## src/rtl/imem_load_ctrl.sv

```systemverilog
// Instruction-memory port arbiter: streams a program image from the loader,
// pads the rest of memory with NOPs, then hands the address port to core fetch.
module imem_load_ctrl #(
  parameter int          ADDR_W   = 6,
  parameter logic [31:0] NOP_WORD = 32'h00000013
) (
  input  logic              clk,
  input  logic              rst_n,
  input  logic              start,
  input  logic [ADDR_W:0]   load_len,
  input  logic              ld_valid,
  input  logic [31:0]       ld_data,
  output logic              ld_ready,
  input  logic [31:0]       core_pc,
  output logic [31:0]       core_instr,
  output logic              core_hold,
  output logic [ADDR_W-1:0] mem_addr,
  output logic              mem_we,
  output logic [31:0]       mem_wdata,
  input  logic [31:0]       mem_rdata,
  output logic              busy,
  output logic              done,
  output logic              err
);

  localparam logic [ADDR_W:0] DEPTH = (ADDR_W+1)'(2**ADDR_W);

  typedef enum logic [1:0] {
    IDLE = 2'd0,
    LOAD = 2'd1,
    FILL = 2'd2,
    RUN  = 2'd3
  } state_t;

  state_t            state, state_nxt;
  logic [ADDR_W-1:0] cnt;
  logic [ADDR_W:0]   len_q;
  logic [ADDR_W:0]   len_clamped;
  logic              start_ok;
  logic              accept;
  logic              last_word;
  logic              fill_end;
  logic              fetch_bad;

  assign len_clamped = (load_len > DEPTH) ? DEPTH : load_len;
  assign start_ok    = start && (state == IDLE || state == RUN);
  assign accept      = (state == LOAD) && ld_valid;
  assign last_word   = accept && (({1'b0, cnt} + (ADDR_W+1)'(1)) == len_q);
  assign fill_end    = (state == FILL) && (cnt == '1);
  assign fetch_bad   = (core_pc[1:0] != 2'b00) || (core_pc[31:ADDR_W+2] != '0);

  always_comb begin
    state_nxt = state;
    unique case (state)
      IDLE, RUN: if (start) state_nxt = (len_clamped == '0) ? FILL : LOAD;
      LOAD:      if (last_word) state_nxt = (len_q == DEPTH) ? RUN : FILL;
      FILL:      if (fill_end) state_nxt = RUN;
      default:   state_nxt = IDLE;
    endcase
  end

  // The counter after the last loaded word already equals len, so FILL
  // resumes from it directly; a full-depth load wraps it back to 0.
  always_ff @(posedge clk or negedge rst_n) begin
    if (!rst_n) begin
      state <= IDLE;
      cnt   <= '0;
      len_q <= '0;
      done  <= 1'b0;
      err   <= 1'b0;
    end else begin
      state <= state_nxt;
      done  <= (state_nxt == RUN) && (state != RUN);
      if (start_ok) begin
        len_q <= len_clamped;
        cnt   <= '0;
      end else if (accept || state == FILL) begin
        cnt <= cnt + 1'b1;
      end
      if (start_ok)
        err <= 1'b0;
      else if (state == RUN && fetch_bad)
        err <= 1'b1;
    end
  end

  always_comb begin
    ld_ready   = 1'b0;
    mem_we     = 1'b0;
    mem_wdata  = '0;
    mem_addr   = '0;
    core_hold  = 1'b1;
    core_instr = NOP_WORD;
    unique case (state)
      LOAD: begin
        ld_ready  = 1'b1;
        mem_addr  = cnt;
        mem_wdata = ld_data;
        mem_we    = ld_valid;
      end
      FILL: begin
        mem_addr  = cnt;
        mem_wdata = NOP_WORD;
        mem_we    = 1'b1;
      end
      RUN: begin
        core_hold  = 1'b0;
        mem_addr   = core_pc[ADDR_W+1:2];
        core_instr = mem_rdata;
      end
      default: ;
    endcase
  end

  assign busy = (state == LOAD) || (state == FILL);

endmodule
```

## config.mk

```make
export PLATFORM = sky130hd
export DESIGN_NAME = imem_load_ctrl
export DESIGN_NICKNAME = d
export VERILOG_FILES = /design/src/rtl/imem_load_ctrl.sv
export SDC_FILE = /design/constraint.sdc
export NUM_CORES = 1
export LEC_CHECK = 0
export BUFFER_PORTS_ARGS = -buffer_cell sky130_fd_sc_hd__buf_2
export CELL_PAD_IN_SITES_DETAIL_PLACEMENT = 1
export CELL_PAD_IN_SITES_GLOBAL_PLACEMENT = 2
export CORE_MARGIN = 3
export CORE_UTILIZATION = 17
export CTS_BUF_LIST = sky130_fd_sc_hd__clkbuf_8
export DETAILED_ROUTE_END_ITERATION = 10
export PLACE_DENSITY = 0.93
export SLEW_MARGIN = 20
export SYNTH_ARGS = -nofsm -noshare
export SYNTH_HDL_FRONTEND = slang
export SYNTH_SLANG_ARGS = --single-unit
```

## constraint.sdc

```tcl
create_clock -name clk -period 2.8 [get_ports clk]
set_input_delay 0.28 -clock clk [delete_from_list [all_inputs] [get_ports clk]]
set_output_delay 0.28 -clock clk [all_outputs]
set_load 0.01 [all_outputs]
```

======== After elaboration in Yosys (flattened, before gate mapping) ========
Index checks and enable logic that the tools add are counted.
word-level totals
  register bits after elaboration ......... 17
  bits of input ports ..................... 107
  output and inout port bits .............. 76
  logic and storage cells ................. 51
operators by class
  add/sub/neg operators ................... 2
  magnitude comparators ................... 1
  equal/unequal tests ..................... 8
  muxes and demuxes ....................... 17
  reductions and logical operators ........ 18
operator list
  kind                                                 count
  one-hot mux 32 bit (2 select lines)                  1
  2-to-1 mux 32 bit                                    1
  nonzero test 24 bit                                  1
  2-to-1 mux 6 bit                                     2
  one-hot mux 6 bit (2 select lines)                   1
  2-to-1 mux 2 bit                                     4
  adder 6 x 1 -> 7 bit, second input constant          1
  equality test 7 bit                                  1
  equality test 7 bit, second input constant           1
  > comparator 7 bit, second input constant            1
  logical NOT 7 bit                                    1
  2-to-1 mux 7 bit                                     1
  adder 6 x 1 -> 6 bit, second input constant          1
  equality test 2 bit, second input constant           3
  equality test 6 bit, second input constant           1
  logical AND 1 bit                                    6
  one-hot mux 2 bit (3 select lines)                   1
  nonzero test 2 bit                                   3
  2-to-1 mux 1 bit                                     5
  logical OR 1 bit                                     4
  OR reduction 2 bit                                   2
  equality test 2 x 1 -> 1 bit, second input constant  1
  logical NOT 2 bit                                    1
  inequality test 2 bit, second input constant         1
  one-hot mux 1 bit (2 select lines)                   1

======== Logic depth before layout (Yosys ltp) ========
  depth in word-level cells ............... 8
  depth in mapped cells ................... 8
  gate-level depth less buffers ........... 7

======== Least setup slack after synthesis ========
Ideal clock, no wire load.
  path kind ............................... register to register
  from .................................... register state[1]
  to ...................................... register done
  library setup time ...................... 0.087 ns
  data arrival time ....................... 1.873 ns
  data required time ...................... 2.713 ns
  path slack .............................. 0.840 ns
  stages on the path, launching flop included .. 9
  buffers on the path ..................... 1
  clock period less this slack ............ 1.960 ns
  cells stage by stage .................... dfrtp_1 inv_1 ha_1 clkbuf_1 nand4_1 nor4_2 nand3_2 mux2_4 a211oi_2
on the way
  word-level cells in the longest chain between the ends .. 7
  elaborated cells on any way between the ends .. 15
  classes of those cells .................. eq/ne: 5; mux: 4; reduce/logical: 6
ends and longest elaborated chain
  what                                RTL line  text
  from (decl)                         35        state_t state, state_nxt;
  from (signal assigned)              72        state <= state_nxt;
  equality test 2 x 1 -> 1 bit        47, 54
  logical AND 1 bit                   47        assign accept = (state == LOAD) && ld_valid;
  logical AND 1 bit                   48        assign last_word = accept && (({1'b0, cnt} + (ADDR_W+1)'(1)) == len_q);
  2-to-1 mux 2 bit                    56        LOAD: if (last_word) state_nxt = (len_q == DEPTH) ? RUN : FILL;
  one-hot mux 2 bit (3 select lines)  54        unique case (state)
  equality test 2 bit                 73        done <= (state_nxt == RUN) && (state != RUN);
  logical AND 1 bit (*)               73
  to (signal assigned)                73
  to (decl)                           22        output logic done,
Mark *: on every way between the ends. The rest lies on a longest branch, timed or not.
A chain may end at the register's enable or synchronous reset.

======== Worst setup path after layout ========
  from .................................... register state[0]
  to ...................................... output mem_we
on the way
  word-level cells in the longest chain between the ends .. 2
  elaborated cells on any way between the ends .. 3
  classes of those cells .................. eq/ne: 2; mux: 1
ends and longest elaborated chain
  what                                                                        RTL line  text
  equality test 2 bit / equality test 2 x 1 -> 1 bit (equally long branches)  94        unique case (state)
  one-hot mux 1 bit (2 select lines) (*)                                      94
  to (decl)                                                                   18        output logic mem_we,
Marked as above.

==> Flow_metrics.wiki <==
{| class="wikitable"
! Metric !! Value
|-
| Status || finished, final reports clean
|-
| Commonest non-fill, non-tap cell in the layout || sky130_fd_sc_hd__buf_2
|-
| Avg WL per Cell || 14.2 microns
|-
| Y dimension of the die || 103 microns
|-
| Register-to-register setup slack || 690 ps
|-
| Core Area || 8980 sq um
|-
| Capturing point of the worst reg2reg path || done
|-
| Levels on crit path || 5
|-
| XOR/XNOR Fraction of Synth Area || 7.62%
|-
| Post-synthesis share of cell area spent on full adders, half adders and majority gates || 3.89%
|-
| H-Tree Depth || 1
|-
| CTS root buffer || sky130_fd_sc_hd__clkbuf_8
|-
| Kind of launch point of the worst setup path || flip-flop
|-
| Worst setup path start || state[0]
|-
| Kind of end point of the critical path || primary output
|-
| Starting Density || 17.9%
|-
| Worst voltage drop across the vdd grid || 0.238 mV
|-
| Fin crit period || 2230 ps
|-
| Mux cell area share after synthesis || 1.56%
|-
| Post-synthesis instance total || 210
|-
| Setup repair after global routing missed its margin || false
|-
| Yosys warnings || 0
|-
| Vias after detailed routing || 2,111
|-
| Largest buffer count on any clock path || 2
|-
| Share of synthesized cell area in and, or, nand and nor gates || 47.8%
|-
| CTS sink cnt || 17
|-
| Final critical-path share of the clock period || 79.7%
|-
| CP Capture Point || mem_we
|-
| Detailed-routing iteration count for the pre-antenna-repair pass || 4
|-
| Antenna violations before repair || 0
|-
| Power density relative to cell area || 798 nW/um^2
|-
| Dominant combinational cell family by area after synthesis || simple AND/OR/NAND/NOR gates
|-
| Post-synth top area cell || sky130_fd_sc_hd__dfrtp_1
|-
| Routability congestion estimate from global placement || 0.741
|-
| Measured slew at the worst slew-check pin || 675 ps
|-
| Compound-Gate Fraction of Synth Area || 8.94%
|-
| Number of top-level design ports || 183
|-
| Length in cells of the worst reg-to-reg path || 5
|-
| Data arrival, critical path || 1950 ps
|-
| Distinct cells, synth || 31
|-
| Worst setup timing slack at the placement stage || 562 ps
|-
| Buffer and inverter count on the worst path || 2
|-
| Post-place instance area || 2640 sq um
|-
| Vias in the first global route || 2,040
|-
| Share of cells above drive strength 1 || 50.5%
|-
| # fillers || 1,143
|-
| Share of the synthesized area in the top cell type || 26.4%
|-
| Post-synthesis net count || 322
|-
| Beginning of the worst register-to-register path || state[0]
|-
| Type of the setup path with the least slack || flip-flop to primary output
|-
| Standard cell with the maximum stage delay on the critical path || sky130_fd_sc_hd__a21oi_1
|-
| Hold/Removal Path Class || input port to flip-flop
|-
| Placed Cells || 507
|-
| Port-buffer cells || 182
|-
| Maximum number of pins on one net before global-route repair || 42
|-
| Clock latency on the worst-skew pair || 250 ps
|-
| Chain of cells forming the critical path || inv_1 -> ha_1 -> a21oi_1 -> nor2b_1 -> buf_2
|-
| Leakage power of the design || 1.50 nW
|-
| Number of hold-slack violations in the final timing report || 0
|-
| Cells taking the most area after synthesis || sky130_fd_sc_hd__dfrtp_1 26%, sky130_fd_sc_hd__and2_1 23%, sky130_fd_sc_hd__nand2_1 4.9%
|-
| Sum of routed wire length over all layers || 7250 microns
|-
| Die X || 103 microns
|-
| Antenna diode count || 0
|-
| CTS tree || done
|-
| Worst Path Required || 2520 ps
|-
| Setup TNS after final layout || 0 ps
|-
| Number of DRC markers in iteration 0 || 50
|-
| Syn avg cell area || 7.66 sq um
|-
| Drt drc || 0
|-
| Count of maximum capacitance violations || 0
|-
| Worst Clk Skew || 2.61 ps
|-
| Kind of cell adding the most delay to the critical path || compound AO/OA/AOI/OAI gates
|-
| Estimated wirelength of the detail-placed design || 6150 microns
|-
| Post-synthesis to final-layout area growth || 67.9%
|-
| Fin. max-slew vios || 0
|-
| Headroom to the max-slew limit || 55.0%
|-
| All-layer global routing usage || 12.1%
|-
| Final non-filler cell area || 2700 sq um
|-
| Maximum net fanout on the critical path || 9
|-
| Post-route ant nets || 0
|-
| Flops & latches, synth || 17
|-
| Utilization after layout || 30.1%
|-
| Final worst-path setup slack || 569 ps
|-
| Sequential-to-total area share from yosys stat || 26.4%
|-
| Setup-failing EPs final || 0
|-
| Number of nets at the end of the flow || 499
|-
| Std-Cell Rows || 34
|-
| Overall die area || 10,700 sq um
|-
| Number of gates resized after cts || 0
|-
| Via-per-instance ratio || 4.12
|-
| Commonest non-fill, non-tap cells in the layout || 182 x sky130_fd_sc_hd__buf_2, 59 x sky130_fd_sc_hd__and2_1, 21 x sky130_fd_sc_hd__nand2_1
|-
| Wire length of the first global-routing pass || 10,100 microns
|-
| Overall overflow remaining after global route || 0
|-
| Crit path largest cell delay || 580 ps
|-
| Fmax achieved || 448 MHz
|-
| Clock-pin slew on the worst setup and hold paths || 70 ps
|-
| Start point of the worst hold path || load_len[2]
|-
| Cell Area, Synth || 1610 sq um
|-
| Post-route insts no fill || 512
|-
| Number of buffers created by CTS || 3
|}
## worst min-delay path by stage
stage,end,cells past startpoint
2_1_floorplan,cnt[0],0
3_3_place_gp,len_q[5],1
3_5_place_dp,len_q[5],1
4_1_cts,len_q[3],3
5_1_grt,len_q[2],3
6_report,len_q[2],3
## timing repair
item / in CTS / in global routing
endpoints found under the hold margin: 17 / 0
hold buffers: 1 / 0
buffers inserted: 0 / 0
## worst min-delay path, cell delays in order
cell,delay (ps)
sky130_fd_sc_hd__buf_2,90
sky130_fd_sc_hd__nand3b_1,70
sky130_fd_sc_hd__nand2_1,60
## routing by layer
metal  part of all wire, %  track usage, %  vias up
met2                    51            23.1       89
met3                   8.1            1.81        4
met4                  0.61            2.49        0
met1                    40            14.2      970
met5                     0               0        -
li1                      -               -     1048
## Yosys cell counts
| library cell | instances |
|---|---|
| sky130_fd_sc_hd__ha_1 | 5 |
| sky130_fd_sc_hd__nor2b_1 | 6 |
| sky130_fd_sc_hd__xor2_1 | 5 |
| sky130_fd_sc_hd__nor4_1 | 7 |
| sky130_fd_sc_hd__and2_1 | 59 |
| sky130_fd_sc_hd__dfrtp_1 | 17 |
| sky130_fd_sc_hd__a31oi_1 | 1 |
| sky130_fd_sc_hd__nor4b_1 | 3 |
| sky130_fd_sc_hd__nand4_1 | 2 |
| sky130_fd_sc_hd__nand2_1 | 21 |
| sky130_fd_sc_hd__nor4_2 | 1 |
| sky130_fd_sc_hd__inv_1 | 3 |
| sky130_fd_sc_hd__o21ai_0 | 5 |
| sky130_fd_sc_hd__mux2_4 | 1 |
| sky130_fd_sc_hd__nor3_1 | 1 |
| sky130_fd_sc_hd__mux2i_1 | 1 |
| sky130_fd_sc_hd__a211oi_2 | 1 |
| sky130_fd_sc_hd__nand3b_1 | 6 |
| sky130_fd_sc_hd__or3_2 | 1 |
| sky130_fd_sc_hd__clkbuf_1 | 13 |
| sky130_fd_sc_hd__a311o_1 | 1 |
| sky130_fd_sc_hd__xnor2_1 | 9 |
| sky130_fd_sc_hd__or2_2 | 1 |
| sky130_fd_sc_hd__nand3_1 | 2 |
| sky130_fd_sc_hd__a22oi_1 | 6 |
| sky130_fd_sc_hd__nor2_1 | 15 |
| sky130_fd_sc_hd__or4_1 | 1 |
| sky130_fd_sc_hd__or3_1 | 1 |
| sky130_fd_sc_hd__nand2b_1 | 4 |
| sky130_fd_sc_hd__a21oi_1 | 9 |
| sky130_fd_sc_hd__nand3_2 | 2 |
## stage by stage
| stage | hold WS (ps) | power (W) |
|---|---|---|
| after detailed placement | 229 | 0.00201 |
| after global routing | 301 | 0.00237 |
| after floorplan | -15.6 | 0.00139 |
| after CTS | 280 | 0.00220 |
| final | 281 | 0.00216 |
| after global placement | 223 | 0.00196 |
## power by group
group,switching (W),internal [W],total [W],leakage (nW)
Sequential,0.0000935,0.000330,0.000423,0.222
Clock,0.0000867,0.0000974,0.000184,0.0269
Combinational,0.000881,0.000668,0.00155,1.25
## kinds of logic after synthesis
kind of cell    after synthesis
simple gates                133
compound gates               23
flops                        17
buf+inv                      16
xor+xnor                     14
fa+ha+maj                     5
mux                           2
## area by class of cell
class	instances	area (sq um)	share of cell area, %
Tap cell	126	158	5.84
Sequential cell	17	425	15.7
Clock inverter	1	3.75	0.139
Multi-Input combinational cell	177	1130	41.7
Timing Repair Buffer	185	936	34.6
Inverter	3	11.3	0.417
Clock buffer	3	41.3	1.53
## registers in the layout, summed over array words and instances, names as in the netlist
signal / flops
done: 1
len_q: 7
err: 1
state: 2
cnt: 6
(Power assumes the default switching activity.)
